**src/rtl/ltl_monitor_pkg.sv**
```systemverilog
// Shared types and helpers for the LTL automata report monitor.
// Holds the default report-entry layout and the FIFO pointer-width function.
package ltl_monitor_pkg;

  localparam int LTL_NUM_REPORTS = 4;
  localparam int LTL_IDX_W       = 32;

  typedef struct packed {
    logic [LTL_IDX_W-1:0]       idx;
    logic [LTL_NUM_REPORTS-1:0] rpt;
  } ltl_report_entry_t;

  // Pointer width for a power-of-two FIFO depth (never narrower than one bit).
  function automatic int fifo_ptr_w(input int depth);
    return (depth <= 2) ? 1 : $clog2(depth);
  endfunction

endpackage

```
**src/rtl/ltl_report_fifo.sv**
```systemverilog
// Synchronous first-in first-out queue of report entries.
// Head is read straight from storage flops; a push into a full queue succeeds only alongside a pop.
module ltl_report_fifo
  import ltl_monitor_pkg::*;
#(
  parameter int  DEPTH   = 8,
  parameter type entry_t = ltl_report_entry_t
) (
  input  logic   clk,
  input  logic   reset,
  input  logic   push,
  input  entry_t push_data,
  input  logic   pop,
  output entry_t head,
  output logic   full,
  output logic   empty
);

  localparam int PW = fifo_ptr_w(DEPTH);

  entry_t        mem [DEPTH];
  logic [PW-1:0] wr_ptr;
  logic [PW-1:0] rd_ptr;
  logic [PW:0]   count;
  logic          do_push;
  logic          do_pop;

  assign full    = (count == (PW+1)'(DEPTH));
  assign empty   = (count == '0);
  assign do_pop  = pop & ~empty;
  assign do_push = push & (~full | do_pop);
  assign head    = mem[rd_ptr];

  always_ff @(posedge clk) begin
    if (do_push) begin
      mem[wr_ptr] <= push_data;
    end
  end

  always_ff @(posedge clk) begin
    if (reset) begin
      wr_ptr <= '0;
      rd_ptr <= '0;
      count  <= '0;
    end else begin
      if (do_push) begin
        wr_ptr <= wr_ptr + 1'b1;
      end
      if (do_pop) begin
        rd_ptr <= rd_ptr + 1'b1;
      end
      case ({do_push, do_pop})
        2'b10:   count <= count + 1'b1;
        2'b01:   count <= count - 1'b1;
        default: count <= count;
      endcase
    end
  end

endmodule

```
**src/rtl/ltl_report_collector.sv**
```systemverilog
// Samples automata report outputs one cycle after each consumed symbol, tags them with
// the symbol index and queues them for readout, tracking sticky flags and dropped entries.
module ltl_report_collector
  import ltl_monitor_pkg::*;
#(
  parameter int NUM_REPORTS = 4,
  parameter int IDX_W       = 32,
  parameter int FIFO_DEPTH  = 8,
  parameter int EDGE_MODE   = 1,
  parameter int DROP_W      = 16
) (
  input  logic                   clk,
  input  logic                   reset,
  input  logic                   run,
  input  logic [NUM_REPORTS-1:0] reports,
  input  logic [NUM_REPORTS-1:0] report_mask,
  input  logic                   clear,
  output logic                   out_valid,
  input  logic                   out_ready,
  output logic [IDX_W-1:0]       out_idx,
  output logic [NUM_REPORTS-1:0] out_reports,
  output logic [NUM_REPORTS-1:0] sticky,
  output logic                   overflow,
  output logic [DROP_W-1:0]      drop_count
);

  typedef struct packed {
    logic [IDX_W-1:0]       idx;
    logic [NUM_REPORTS-1:0] rpt;
  } entry_t;

  logic                   run_q;
  logic [IDX_W-1:0]       sym_idx;
  logic [IDX_W-1:0]       tag_idx;
  logic [NUM_REPORTS-1:0] prev;
  logic [NUM_REPORTS-1:0] cur;
  logic [NUM_REPORTS-1:0] cand;
  logic                   push_req;
  logic                   pop;
  logic                   drop;
  logic                   fifo_full;
  logic                   fifo_empty;
  entry_t                 push_data;
  entry_t                 head;
  logic [NUM_REPORTS-1:0] sticky_base;
  logic                   overflow_base;
  logic [DROP_W-1:0]      drop_base;

  // The automata register on the run cycle, so their reports are valid while run_q is high.
  assign cur      = reports & report_mask;
  assign cand     = (EDGE_MODE != 0) ? (cur & ~prev) : cur;
  assign push_req = run_q & (|cand);
  assign push_data = {tag_idx, cand};

  // Readout handshake: the head entry transfers on any cycle with out_valid & out_ready;
  // out_valid never depends on out_ready and the head holds steady until it transfers.
  assign out_valid   = ~fifo_empty;
  assign pop         = out_valid & out_ready;
  assign out_idx     = out_valid ? head.idx : '0;
  assign out_reports = out_valid ? head.rpt : '0;

  // A full queue still accepts a push when the head leaves on the same cycle.
  assign drop = push_req & fifo_full & ~pop;

  // Clear wipes history first; a same-cycle push request is then applied on top.
  assign sticky_base   = clear ? '0 : sticky;
  assign overflow_base = clear ? 1'b0 : overflow;
  assign drop_base     = clear ? '0 : drop_count;

  ltl_report_fifo #(
    .DEPTH   (FIFO_DEPTH),
    .entry_t (entry_t)
  ) u_fifo (
    .clk       (clk),
    .reset     (reset),
    .push      (push_req),
    .push_data (push_data),
    .pop       (pop),
    .head      (head),
    .full      (fifo_full),
    .empty     (fifo_empty)
  );

  always_ff @(posedge clk) begin
    if (reset) begin
      run_q      <= 1'b0;
      sym_idx    <= '0;
      tag_idx    <= '0;
      prev       <= '0;
      sticky     <= '0;
      overflow   <= 1'b0;
      drop_count <= '0;
    end else begin
      run_q <= run;
      if (run) begin
        tag_idx <= sym_idx;
        sym_idx <= sym_idx + 1'b1;
      end
      if (run_q) begin
        prev <= cur;
      end
      sticky   <= sticky_base | (push_req ? cand : '0);
      overflow <= overflow_base | drop;
      if (drop && (~&drop_base)) begin
        drop_count <= drop_base + 1'b1;
      end else begin
        drop_count <= drop_base;
      end
    end
  end

endmodule
```
**config.mk**
```make
export PLATFORM = sky130hd
export DESIGN_NAME = ltl_report_collector
export DESIGN_NICKNAME = d
export VERILOG_FILES = /design/src/rtl/ltl_monitor_pkg.sv /design/src/rtl/ltl_report_fifo.sv /design/src/rtl/ltl_report_collector.sv
export SDC_FILE = /design/constraint.sdc
export NUM_CORES = 1
export LEC_CHECK = 0
export BUFFER_PORTS_ARGS = -buffer_cell sky130_fd_sc_hd__buf_2
export CAP_MARGIN = 0
export CORE_MARGIN = 4
export CORE_UTILIZATION = 45
export DETAILED_ROUTE_END_ITERATION = 8
export GPL_ROUTABILITY_DRIVEN = 0
export SLEW_MARGIN = 20
export SYNTH_ARGS = -nofsm -noshare
export SYNTH_HDL_FRONTEND = slang
export SYNTH_HIERARCHICAL = 1
export SYNTH_SLANG_ARGS = --single-unit
```
**constraint.sdc**
```tcl
create_clock -name clk -period 7.9 [get_ports clk]
set_input_delay 2.37 -clock clk [delete_from_list [all_inputs] [get_ports clk]]
set_output_delay 2.37 -clock clk [all_outputs]
set_load 0.02 [all_outputs]
```
==> metrics <==
yosys warns=6; Gates resized, CTS repair=0; port bufs=70; Largest stage delay, worst path=840 ps; period utilization=71.3%; # DRC=0; Chip Height=196 um; Max clock buf depth=3; final wirelength=30.3 mm; # setup viols final=0; Setup WS pre-CTS=2140 ps; Mapped Nets=970; Largest delay share family, worst path=multiplexers; H-tree depth=2; post-synthesis cell area=15900 um2; cell area power density=237 nW/um2; worst-skew pair later-pin latency=530 ps; r2r worst-path depth=7; sequential element share of the synthesized area=67.5%; area grow syn2layout=14.0%; post-layout util=52.2%; Hold Buf Count CTS=0; Max-Cap Viols=0; FP Rows=68; CTS Sinks=391; antenna violations before repair=0; Max VDD drop=0.112 mV; register bit total from synthesis=391; Buf/Inv on CP=2; worst min path class=flop to flop; TritonCTS Buffers=41; NumNets Final=1051; LEAKAGE=6.57 nW; RSZ-0062 raised after global routing=no; core outline area=34600 um2; main flop type after synthesis=edfxtp_1; Via density=5.45; Top Ports=71; total track usage=15.8%; Worst Max-Slew Pin Slew=922 ps; largest net degree at the start of global routing=50; most numerous cell in the Yosys netlist=edfxtp_1; Yosys top cell by area=edfxtp_1; Fin. Hold Viols=0; Slew Limit Headroom=38.2%; EDFF count, synth=288; synth cell count leaders=288 x edfxtp_1, 103 x dfxtp_1, 92 x nor2_1; Netlist cell types=54; Levels on crit path=5; vias after detailed routing=8274; Async SR Flop Fraction=0%; CP Data Arrival Time=3260 ps; setup TNS=0 ps; slowest cell on the critical path=dfxtp_4; Final HPWL DP=16.9 mm; fin crit period=5630 ps; skew final=13.9 ps; hold depth=2; Antenna Nets Post-Route=0; drt first pass iters=5; layout cell share with drive strength beyond 1=19.6%; cells along the critical path=buf_4 -> mux4_1 -> mux2_2 -> nor2b_1 -> buf_2; TritonCTS clock tree=done; Req. time, crit path=5530 ps; GR Overflow Total=0; status=finished, final reports clean; Fmax=178 MHz; syn avg cell area=16.7 um2; Setup CP Type=flop to output pin; Synth Instances=950; CTS clk-pin slew, worst paths=60 ps; Root Driver=clkbuf_16; first-pass GRT wire length=48.0 mm; number of diodes=0; Initial Util=45.8%; total die area=38300 um2; Pins Over Slew Limit=0; vias in the first global route=8373; crit start category=flop; Worst Setup End Kind=output pin; Setup WS post-layout=2270 ps; top-area cell type share of the netlist area=54.5%; largest cells by area after synthesis=edfxtp_1 55%, dfxtp_1 13%, mux4_1 12%, mux2_2 2.6%, mux2i_1 2.3%; Crit Path Max Fanout=44; initial DRC count=506; drt wl/cell=19.9 um; DIE WIDTH=196 um; post-CTS setup buffer count=0
## layout make-up
class	instances	area, um2
fillers	2854	16500
flip-flops and latches	391	10700
inverters	6	22.5
repair buffers	85	465
clock inverters	19	173
well taps	455	569
multi-input cells	506	4940
clock buffers	57	1200
## per-layer routing
| metal | vias to the layer above | share of wire [%] | GRT usage [%] |
|---|---|---|---|
| met4 | 0 | 1.7 | 3.96 |
| met5 | - | 0 | 0 |
| met1 | 4190 | 46 | 22.5 |
| li1 | 3877 | - | - |
| met3 | 40 | 4.6 | 2.94 |
| met2 | 167 | 48 | 25.5 |
## stage by stage
| stage | cell area (um2) | power, W | std cells | hold WS [ps] |
|---|---|---|---|---|
| after floorplan | 15900 | 0.00237 | 950 | 440 |
| after global placement | 16700 | 0.00242 | 1443 | 450 |
| after detailed placement | 16700 | 0.00243 | 1443 | 466 |
| after CTS | 18100 | 0.00435 | 1519 | 477 |
| after global routing | 18100 | 0.00446 | 1519 | 500 |
| final | 18100 | 0.00429 | 1519 | 474 |
## cell families after synthesis
kind of cell / Yosys count / synth area share, %
AO/OA/AOI/OAI: 48 / 2.19
multiplexers: 145 / 16.8
XOR/XNOR: 42 / 2.32
buffers and inverters: 53 / 1.71
adder cells (fa/ha/maj): 7 / 0.600
AND/OR/NAND/NOR: 264 / 8.82
flip-flops: 391 / 67.5
## where the power goes
group / leakage [nW] / switching, W / total (W) / internal, W
registers: 3.78 / 0.0000119 / 0.00221 / 0.00220
logic: 2.12 / 0.000103 / 0.000164 / 0.0000608
clock network: 0.675 / 0.000754 / 0.00191 / 0.00116
## flip-flops by register name, summed over array words and instances, names as in the netlist, named ones only
signal	count
sym_idx	32
u_fifo/mem	288
u_fifo/wr_ptr	3
u_fifo/rd_ptr	3
tag_idx	32
prev	4
overflow	1
drop_count	16
sticky	4
run_q	1
u_fifo/count	4
## worst min-delay path, cell delays in order (launching register included)
cell,delay (ps)
dfxtp_1,320
nand2_1,60
a21oi_1,50
## cell usage in the layout, fill, tap and decap left out, types with 8 or more instances in the layout
cell type  count
a21oi_1       21
and3_1         9
buf_2         69
buf_4         16
clkbuf_16     43
clkinv_2       8
dfxtp_1      100
edfxtp_1     288
mux2_2        36
mux2i_1       37
mux4_1        72
nand2_1       19
nand2b_1      12
nand3_1       25
nand4_1       18
nor2_1        88
nor2b_1       44
or3_1          8
xnor2_1       11
xor2_1        31
## path summary, 6_finish.rpt
check                                from                          end  slack [ps]
max                                  flop                  out_idx[28]        2270
min              sym_idx[31]$_SDFFE_PP0P_     sym_idx[31]$_SDFFE_PP0P_         470
max reg2reg  u_fifo/count[0]$_SDFFE_PP0P_  u_fifo/mem[6][13]$_DFFE_PP_        4170
min reg2reg      sym_idx[31]$_SDFFE_PP0P_     sym_idx[31]$_SDFFE_PP0P_         470
Note: power is estimated with default switching activity, not from simulation.
